`config.mk`:
```
export PLATFORM = sky130hd
export DESIGN_NAME = dip_serial_capture
export DESIGN_NICKNAME = d
export VERILOG_FILES = /design/src/rtl/dip_serial_pkg.sv /design/src/rtl/dip_tick_gen.sv /design/src/rtl/dip_serial_capture.sv
export SDC_FILE = /design/constraint.sdc
export NUM_CORES = 1
export LEC_CHECK = 0
export ABC_CLOCK_PERIOD_IN_PS = 1700
export CAP_MARGIN = 20
export CORE_MARGIN = 10
export CORE_UTILIZATION = 40
export CTS_BUF_LIST = sky130_fd_sc_hd__clkbuf_2 sky130_fd_sc_hd__clkbuf_4 sky130_fd_sc_hd__clkbuf_8
export CTS_CLUSTER_DIAMETER = 40
export CTS_CLUSTER_SIZE = 20
export DETAILED_ROUTE_END_ITERATION = 8
export GPL_ROUTABILITY_DRIVEN = 0
export SLEW_MARGIN = 5
export SYNTH_ARGS = -nofsm -noshare
export SYNTH_HDL_FRONTEND = slang
export SYNTH_SLANG_ARGS = --single-unit
export TNS_END_PERCENT = 5
```
`constraint.sdc`:
```
create_clock -name i_CLK -period 1.7 [get_ports i_CLK]
set_input_delay 0.34 -clock i_CLK [delete_from_list [all_inputs] [get_ports i_CLK]]
set_output_delay 0.34 -clock i_CLK [all_outputs]
set_load 0.005 [all_outputs]
```
`src/rtl/dip_serial_pkg.sv`:
```
// Shared types and helpers for the DIP/switch serial capture block:
// FSM state encoding, a ceil-log2 helper and the word assembly function
// (bit order selection followed by optional byte swap).
package dip_serial_pkg;

    typedef enum logic [2:0] {
        IDLE,
        LOAD,
        SHIFT_LO,
        SHIFT_HI,
        DONE
    } state_t;

    // Ceil-log2 with a floor of 1 so a counter is never zero bits wide.
    function automatic int clog2(input int value);
        int r;
        r = 0;
        while ((1 << r) < value) begin
            r = r + 1;
        end
        return (r < 1) ? 1 : r;
    endfunction

    // raw[i] holds the i-th bit sampled from the chain. With msb_first the
    // first sampled bit lands on the top bit of the word. Byte swap then
    // exchanges the two bytes inside every 16-bit lane.
    function automatic logic [63:0] assemble_word(input logic [63:0] raw,
                                                  input int width,
                                                  input logic msb_first,
                                                  input logic byte_swap);
        logic [63:0] ordered;
        logic [63:0] swapped;
        ordered = '0;
        for (int i = 0; i < 64; i++) begin
            if (i < width) begin
                if (msb_first) begin
                    ordered[width - 1 - i] = raw[i];
                end else begin
                    ordered[i] = raw[i];
                end
            end
        end
        swapped = ordered;
        if (byte_swap) begin
            for (int k = 0; k < 4; k++) begin
                if ((16 * k + 15) < width) begin
                    swapped[16 * k +: 8]     = ordered[16 * k + 8 +: 8];
                    swapped[16 * k + 8 +: 8] = ordered[16 * k +: 8];
                end
            end
        end
        return swapped;
    endfunction

endpackage

```
`src/rtl/dip_tick_gen.sv`:
```
// Serial tick prescaler: one tick every CLK_DIV enabled cycles.
// clr has priority and holds the count at zero so each phase starts aligned.
module dip_tick_gen
    import dip_serial_pkg::*;
#(
    parameter int CLK_DIV = 4
) (
    input  logic clk,
    input  logic rst_n,
    input  logic en,
    input  logic clr,
    output logic tick
);

    localparam int CW = clog2(CLK_DIV);

    logic [CW-1:0] cnt;

    assign tick = en && !clr && (cnt == CW'(CLK_DIV - 1));

    // Count enabled cycles, wrapping on the tick.
    always_ff @(posedge clk or negedge rst_n) begin
        if (!rst_n) begin
            cnt <= '0;
        end else if (clr) begin
            cnt <= '0;
        end else if (en) begin
            cnt <= tick ? '0 : cnt + CW'(1);
        end
    end

endmodule

```
`src/rtl/dip_serial_capture.sv`:
```
// Drives a 74HC165-style parallel-in/serial-out chain: pulses the latch,
// clocks WIDTH bits in, then publishes the assembled word with a valid
// pulse and a changed flag.
// Optional macro DIP_SERIAL_CAPTURE_DEBOUNCE_EN: publish only after
// DEB_FRAMES consecutive identical frames that differ from o_DATA.
module dip_serial_capture
    import dip_serial_pkg::*;
#(
    parameter int WIDTH      = 16,
    parameter int CLK_DIV    = 4,
    parameter int MSB_FIRST  = 1,
    parameter int BYTE_SWAP  = 0,
    parameter int DEB_FRAMES = 3
) (
    input  logic             i_CLK,
    input  logic             i_RESET_n,
    input  logic             i_START,
    input  logic             i_CONT,
    input  logic             i_SDATA,
    output logic             o_SCLK,
    output logic             o_LATCH_n,
    output logic [WIDTH-1:0] o_DATA,
    output logic             o_VALID,
    output logic             o_CHANGED,
    output logic             o_BUSY
);

    localparam int BW = clog2(WIDTH);

    state_t           state;
    logic [BW-1:0]    bitcnt;
    logic [WIDTH-1:0] shreg;
    logic [WIDTH-1:0] word;
    logic             tick;
    logic             tick_clr;
    logic             publish;

    // Prescaler idles in IDLE and restarts from zero in DONE, so every
    // LOAD phase lasts a full CLK_DIV cycles, including back-to-back frames.
    assign tick_clr = (state == IDLE) || (state == DONE);

    dip_tick_gen #(
        .CLK_DIV(CLK_DIV)
    ) u_tick_gen (
        .clk  (i_CLK),
        .rst_n(i_RESET_n),
        .en   (state != IDLE),
        .clr  (tick_clr),
        .tick (tick)
    );

    assign o_BUSY = (state != IDLE);

    // Apply the configured bit order and byte swap to the sampled bits.
    always_comb begin
        word = WIDTH'(assemble_word(64'(shreg), WIDTH, (MSB_FIRST != 0), (BYTE_SWAP != 0)));
    end

`ifdef DIP_SERIAL_CAPTURE_DEBOUNCE_EN
    logic [3:0]       match_cnt;
    logic [3:0]       match_next;
    logic [WIDTH-1:0] prev_word;

    // Run length of identical frames, saturating at DEB_FRAMES.
    always_comb begin
        match_next = 4'd1;
        if (word == prev_word) begin
            match_next = (match_cnt >= 4'(DEB_FRAMES)) ? 4'(DEB_FRAMES) : match_cnt + 4'd1;
        end
    end

    assign publish = (state == DONE) && (match_next == 4'(DEB_FRAMES)) && (word != o_DATA);

    // Remember the last assembled word and its run length.
    always_ff @(posedge i_CLK or negedge i_RESET_n) begin
        if (!i_RESET_n) begin
            match_cnt <= '0;
            prev_word <= '0;
        end else if (state == DONE) begin
            match_cnt <= match_next;
            prev_word <= word;
        end
    end
`else
    logic unused_deb_frames;
    assign unused_deb_frames = (DEB_FRAMES != 0);
    assign publish = (state == DONE);
`endif

    // Frame sequencer with registered chain strobes and publish outputs.
    always_ff @(posedge i_CLK or negedge i_RESET_n) begin
        if (!i_RESET_n) begin
            state     <= IDLE;
            bitcnt    <= '0;
            shreg     <= '0;
            o_SCLK    <= 1'b0;
            o_LATCH_n <= 1'b1;
            o_DATA    <= '0;
            o_VALID   <= 1'b0;
            o_CHANGED <= 1'b0;
        end else begin
            o_VALID   <= 1'b0;
            o_CHANGED <= 1'b0;
            case (state)
                IDLE: begin
                    if (i_START || i_CONT) begin
                        state     <= LOAD;
                        o_LATCH_n <= 1'b0;
                    end
                end
                LOAD: begin
                    if (tick) begin
                        state     <= SHIFT_LO;
                        o_LATCH_n <= 1'b1;
                        bitcnt    <= '0;
                    end
                end
                SHIFT_LO: begin
                    if (tick) begin
                        shreg[bitcnt] <= i_SDATA;
                        state         <= SHIFT_HI;
                        o_SCLK        <= 1'b1;
                    end
                end
                SHIFT_HI: begin
                    if (tick) begin
                        o_SCLK <= 1'b0;
                        if (bitcnt == BW'(WIDTH - 1)) begin
                            state <= DONE;
                        end else begin
                            bitcnt <= bitcnt + BW'(1);
                            state  <= SHIFT_LO;
                        end
                    end
                end
                DONE: begin
                    if (publish) begin
                        o_DATA    <= word;
                        o_VALID   <= 1'b1;
                        o_CHANGED <= (word != o_DATA);
                    end
                    if (i_CONT) begin
                        state     <= LOAD;
                        o_LATCH_n <= 1'b0;
                    end else begin
                        state <= IDLE;
                    end
                end
                default: state <= IDLE;
            endcase
        end
    end

endmodule

```
==> results of run 1 <==
==> Yosys cell counts (2+ instances only) <==
master    number
dfrtp_1       44
xor2_1         8
nand3_1        3
or3_1          2
inv_1          6
o211ai_1       2
nand4_1        2
nand2b_1       3
xnor2_1        8
and3_1         2
nand2_1        9
nor2_1        14
o21ai_0        3
clkbuf_1       5
ha_1           5
a21oi_1        6
nor3_1         7
nand3b_1       2
mux2_2        31
nor4_1         2
==> layout make-up <==
cell class	count	area, sq um
Sequential cell	45	1130
Tap cell	70	87.6
Multi-Input combinational cell	121	951
Fill cell	473	2490
Timing Repair Buffer	37	368
Clock buffer	8	97.6
Inverter	6	22.5
==> per-layer routing <==
layer | vias to the layer above | GRT usage [%] | share of wire (%)
met5 | - | 0 | 0
met4 | 0 | 5.01 | 1.4
met3 | 6 | 2.80 | 4.6
met2 | 19 | 17.2 | 49
met1 | 700 | 13.1 | 45
li1 | 699 | - | -
==> kinds of logic (layout without fill, tap and decap cells) <==
family	after synthesis	after routing	share of synthesized area (%)
DFF	45	45	52.9
muxes	33	33	17.6
buffers and inverters	14	51	3.05
and+or+nand+nor	51	51	12.2
adders and majority gates	5	5	2.94
AOI/OAI and AO/OA	16	16	4.82
xor gates and xnor gates	16	16	6.58
==> timing repair <==
action,CTS,global route
gates resized for setup,2,5
pin swaps,1,3
gates cloned,0,0
endpoints found under the hold margin,16,0
buffers inserted,2,1
endpoints found under the setup margin,2,12
hold buffers,1,0
==> flip-flops by register name (all words and copies together) (netlist names) <==
| signal | cells |
|---|---|
| o_VALID | 1 |
| u_tick_gen.cnt | 2 |
| o_CHANGED | 1 |
| o_LATCH_n | 1 |
| o_SCLK | 1 |
| o_DATA | 16 |
| shreg | 16 |
| state | 3 |
| bitcnt | 4 |
==> power by group through the flow <==
stage	sequential, W	combinational [W]	clock [W]
2_1_floorplan	0.00141	0.000657	0
3_3_place_gp	0.00148	0.000816	0
3_5_place_dp	0.00151	0.000832	0
4_1_cts	0.00147	0.000866	0.000726
5_1_grt	0.00151	0.00102	0.000771
6_report	0.00148	0.000893	0.000698
==> per-stage QoR <==
| step | hold slack, ns | setup WS (ns) | utilization, % |
|---|---|---|---|
| 3_5_place_dp | 0.288 | 0.0489 | 48.8 |
| 5_1_grt | 0.467 | -0.0648 | 51.6 |
| 3_3_place_gp | 0.282 | 0.0722 | 48.8 |
| 6_report | 0.440 | -0.0157 | 51.6 |
| 4_1_cts | 0.448 | -0.0212 | 51.1 |
| 2_1_floorplan | 0.0444 | 0.00788 | - |
==> worst paths after layout <==
| path | endpoint | depth (start not counted) |
|---|---|---|
| worst max-delay path | shreg[3]$_DFFE_PN0P_ | 5 |
| worst min-delay path | u_tick_gen.cnt[0]$_DFFE_PN0P_ | 1 |
| worst max register to register | shreg[3]$_DFFE_PN0P_ | 5 |
| worst min register to register | u_tick_gen.cnt[0]$_DFFE_PN0P_ | 1 |
| max in group asynchronous | o_LATCH_n$_DFFE_PN1P_ | 3 |
| min in group asynchronous | o_DATA[6]$_DFFE_PN0P_ | 2 |
==> results.json, run 1 <==
{
  "outcome": "complete, but fails checks",
  "failed_checks": "setup timing",
  "dpl.hpwl_mm": 3.15,
  "num_antenna_cells": 0,
  "grt_overflow_total": 0,
  "via_per_inst": 4.96,
  "clk_path_buf_depth": 2,
  "worst_setup_path_end_kind": "register",
  "synth.largest_area_cell": "dfrtp_1",
  "tightest_slew_ns": 0.522,
  "p_per_area_nw_per_um2": 1160,
  "ys.flop_type": "dfrtp_1",
  "rsz0062_at_grt": "yes",
  "routedWlPerCell_microns": 15.0,
  "rrSetupSlack_ns": -0.02,
  "arrival_ns": 1.90,
  "timing.final.crit_share_pct": 101,
  "critical_path.top_delay_family": "simple AND/OR/NAND/NOR gates",
  "syn_area_sq_um": 2130,
  "first_global_vias": 1493,
  "cp-start-kind": "register",
  "htree_levels": 2,
  "avgSynthCellArea_sq_um": 11.8,
  "cp-startpoint": "state[0]$_DFFE_PN0P_",
  "p_leak_nw": 1.24,
  "core_area_sq_um": 5140,
  "drc": 0,
  "setup_tns_ns": -0.0181,
  "ys_types": 36,
  "finClkSkew_ns": 0.00898,
  "layout.cells.non_filler": 287,
  "critPathMaxFanout": 5,
  "num_io_pins": 26,
  "layout_commonest_cell": "dfrtp_1",
  "cts_root_buffer": "clkbuf_8",
  "ant_nets": 0,
  "critPathKind": "register to register",
  "ys_seq_elements": 45,
  "setup_slack_ns": -0.0157,
  "async_flop_share_pct": 100,
  "slowest_delay_ns": 0.40,
  "fin_nets": 226,
  "drt_pass1_iterations": 4,
  "maxCapViolations": 0,
  "cts.reportedPaths.clkPinSlew_ns": 0.08,
  "vias": 1424,
  "wl_mm": 4.31,
  "yosysSeqAreaShare_pct": 52.9,
  "crit_chain": "buf_6, and4bb_2, nand2_2, or3_4, mux2_4",
  "fin_total_pwr_w": 0.00307,
  "clkPwrFrac_pct": 22.7,
  "port_buffers": 25,
  "fin_crit_ns": 1.72,
  "setup_viol": 2,
  "synth_nets": 190,
  "areaGrowthSynthToFinish_pct": 24.5,
  "drt_iter0_drc": 103,
  "grt_pass1_wl_mm": 7.40,
  "syn-instance-count": 180,
  "synth_edf_count": 0,
  "clk-insertion-delay-late_ns": 0.29,
  "place_inst": 275,
  "p_int_w": 0.00210,
  "yosys_warnings": 0,
  "final_cell_mix": "dfrtp_1, mux2_2, clkdlybuf4s50_1, nor2_1, nand2_1",
  "power_frac_seq_pct": 48.2,
  "place_area_sq_um": 2510,
  "holdCritStartpoint": "u_tick_gen.cnt[0]$_DFFE_PN0P_",
  "clock.fmax_mhz": 583,
  "combPwrFrac_pct": 29.1,
  "ys_top_cells_by_area": "dfrtp_1, mux2_2, xnor2_1",
  "final_area_sq_um": 2650,
  "min_path_type": "register to register",
  "worstReg2RegStart": "state[0]$_DFFE_PN0P_",
  "crit_path_top_delay_cell": "dfrtp_1",
  "grt_max_degree": 30,
  "grt.total_usage_pct": 10.7,
  "initial_core_util_pct": 41.5,
  "drive_gt1_share_pct": 26.7,
  "switching_power_w": 0.000972,
  "maxSlewHeadroom_pct": 65.1,
  "cts_sinks": 45,
  "antenna_found_initial": 0,
  "fp.dieW_microns": 93.0,
  "fp.dieArea_sq_um": 8650,
  "cts_buffers": 5,
  "fp.dieH_microns": 93.0,
  "final_max_slew_viol_count": 0,
  "rows": 26,
  "cts_tree": "done",
  "p_sw_share_pct": 31.6,
  "yosysTopAreaCellShare_pct": 51.7,
  "required_ns": 1.88,
  "critPathBufInv": 1,
  "ir_drop_mv": 0.479,
  "hold_viol": 0
}
Power figures use the tool's default switching activity.
==> run 2: changes to the inputs <==
--- a/config.mk
+++ b/config.mk
@@ -8,12 +8,14 @@
 export ABC_CLOCK_PERIOD_IN_PS = 1700
 export CAP_MARGIN = 20
 export CORE_MARGIN = 10
-export CORE_UTILIZATION = 40
+export CORE_UTILIZATION = 42
 export CTS_BUF_LIST = sky130_fd_sc_hd__clkbuf_2 sky130_fd_sc_hd__clkbuf_4 sky130_fd_sc_hd__clkbuf_8
 export CTS_CLUSTER_DIAMETER = 40
 export CTS_CLUSTER_SIZE = 20
 export DETAILED_ROUTE_END_ITERATION = 8
 export GPL_ROUTABILITY_DRIVEN = 0
+export PLACE_DENSITY = 0.65
+export SKIP_CTS_REPAIR_TIMING = 1
 export SLEW_MARGIN = 5
 export SYNTH_ARGS = -nofsm -noshare
 export SYNTH_HDL_FRONTEND = slang
==> run 2 against run 1 <==
Against the previous run: the run still ends with setup timing left; global-route usage up 0.48 points; clock-buffer cell count down 2; combinational power down 2.7%; core utilization up 2.9 points; total power down 2.1%; via count up 1.8%; sequential cell count unchanged; design area down 0.94%; highest routed layer unchanged.
==> results.json, run 2 (same netlist as run 1, synthesis figures left out) <==
{
  "rsz0062_at_grt": "yes",
  "maxSlewHeadroom_pct": 67.4,
  "grt_pass1_wl_mm": 7.62,
  "core_area_sq_um": 4820,
  "critPathBufInv": 1,
  "holdPathStages": 1,
  "required_ns": 1.88,
  "place_area_sq_um": 2510,
  "drt_pass1_iterations": 6,
  "cts.reportedPaths.clkPinSlew_ns": 0.08,
  "failed_checks": "setup timing",
  "min_to": "u_tick_gen.cnt[0]$_DFFE_PN0P_",
  "fp.dieW_microns": 91.2,
  "grt_max_degree": 29,
  "reg_top3": "o_DATA (16), shreg (16), bitcnt (4)",
  "final_max_slew_viol_count": 0,
  "cts_buffers": 5,
  "vias": 1449,
  "setup_slack_ns": -0.0274,
  "port_buffers": 25,
  "place_inst": 273,
  "wl_mm": 4.39,
  "via_per_inst": 5.12,
  "cp-startpoint": "state[2]$_DFFE_PN0P_",
  "layout_commonest_cell": "dfrtp_1",
  "hold_viol": 0,
  "drt_iter0_drc": 76,
  "worst_setup_path_end_kind": "register",
  "r2r_cells": 5,
  "drc": 0,
  "ir_drop_mv": 0.530,
  "routedWlPerCell_microns": 15.5,
  "cts_tree": "done",
  "fin_nets": 225,
  "r2r_end": "shreg[3]$_DFFE_PN0P_",
  "htree_levels": 2,
  "arrival_ns": 1.91,
  "ant_nets": 0,
  "crit_chain": "buf_4, and4bb_2, nand2_2, or3_1, mux2_4",
  "p_leak_nw": 1.23,
  "fin_crit_ns": 1.73,
  "drive_gt1_share_pct": 25.9,
  "slowest_delay_ns": 0.40,
  "critPathMaxFanout": 5,
  "holdCritStartpoint": "u_tick_gen.cnt[0]$_DFFE_PN0P_",
  "maxCapViolations": 0,
  "clk_path_buf_depth": 2,
  "finClkSkew_ns": 0.00853,
  "grt.total_usage_pct": 11.2,
  "p_per_area_nw_per_um2": 1140,
  "fp.dieH_microns": 91.2,
  "initial_core_util_pct": 44.2,
  "min_path_type": "register to register",
  "clock.fmax_mhz": 579,
  "final_area_sq_um": 2630,
  "num_antenna_cells": 0,
  "crit_path_top_delay_cell": "dfrtp_1",
  "critPathKind": "register to register",
  "fp.dieArea_sq_um": 8320,
  "dpl.hpwl_mm": 3.33,
  "areaGrowthSynthToFinish_pct": 23.4,
  "timing.final.crit_share_pct": 102,
  "layout.cells.non_filler": 283,
  "cp-start-kind": "register",
  "critical_path.top_delay_family": "simple AND/OR/NAND/NOR gates",
  "final_cell_mix": "dfrtp_1, mux2_2, clkdlybuf4s50_1, nor2_1, nand2_1",
  "grt_overflow_total": 0,
  "tightest_slew_ns": 0.485,
  "worstReg2RegStart": "state[2]$_DFFE_PN0P_",
  "outcome": "complete, but fails checks",
  "rows": 25,
  "cts_sinks": 45,
  "first_global_vias": 1523,
  "antenna_found_initial": 0,
  "rrSetupSlack_ns": -0.03,
  "setup_viol": 2,
  "clk-insertion-delay-late_ns": 0.30,
  "num_io_pins": 26,
  "cts_root_buffer": "clkbuf_8"
}
==> run 2: cell types whose count changed in the layout (fill, tap and decap cells not counted), sizes merged <==
cell,previous run,this run
clkbuf,8,6
clkinv,0,2
dlygate4sd2,2,0
dlymetal6s2s,0,2
buf,12,11
==> run 2: routing by layer <==
| layer | GRT usage [%] | vias to the layer above | part of all wire (%) |
|---|---|---|---|
| met5 | 0 | - | 0 |
| met4 | 4.96 | 0 | 1.8 |
| met3 | 4.28 | 8 | 4.9 |
| met2 | 17.7 | 29 | 50 |
| met1 | 13.2 | 715 | 44 |
| li1 | - | 697 | - |
==> run 2: area by class of cell <==
cell class              count  area (sq um)
flip-flops and latches     45          1130
multi-input cells         121           948
fillers                   430          2190
clock buffers               6          76.3
well taps                  67          83.8
repair buffers             36           360
inverters                   6          22.5
clock inverters             2          10.0
==> run 2: worst register-to-register path: stages, from the launching register on <==
cell      delay, ns
dfrtp_1        0.40
buf_4          0.15
and4bb_2       0.35
nand2_2        0.08
or3_1          0.33
mux2_4         0.30
==> run 2: metrics by stage <==
step	utilization [%]	setup TNS, ns	worst slack, ns	total power [W]	hold slack (ns)
finish	54.6	-0.0306	-0.0274	0.00301	0.442
global route	54.6	-0.530	-0.0934	0.00323	0.451
CTS	53.9	-0.210	-0.208	0.00304	-0.0146
detailed placement	52.1	0	0.0632	0.00237	0.310
global placement	52.1	0	0.0872	0.00231	0.299
floorplan	-	0	0.00788	0.00207	0.0444
==> run 2: how the worst max path moves through the flow <==
stage,to,slack (ns),cells after the start
after global routing,shreg[3]$_DFFE_PN0P_,-0.09,5
final,shreg[3]$_DFFE_PN0P_,-0.03,5
after global placement,shreg[3]$_DFFE_PN0P_,0.09,5
after CTS,o_BUSY,-0.21,2
after floorplan,shreg[3]$_DFFE_PN0P_,0.008,5
after detailed placement,shreg[3]$_DFFE_PN0P_,0.06,5
==> run 2: power by group <==
| part | switching (W) | leakage, nW | internal (W) |
|---|---|---|---|
| logic | 0.000421 | 0.585 | 0.000448 |
| clock network | 0.000352 | 0.0484 | 0.000301 |
| registers | 0.000218 | 0.597 | 0.00127 |
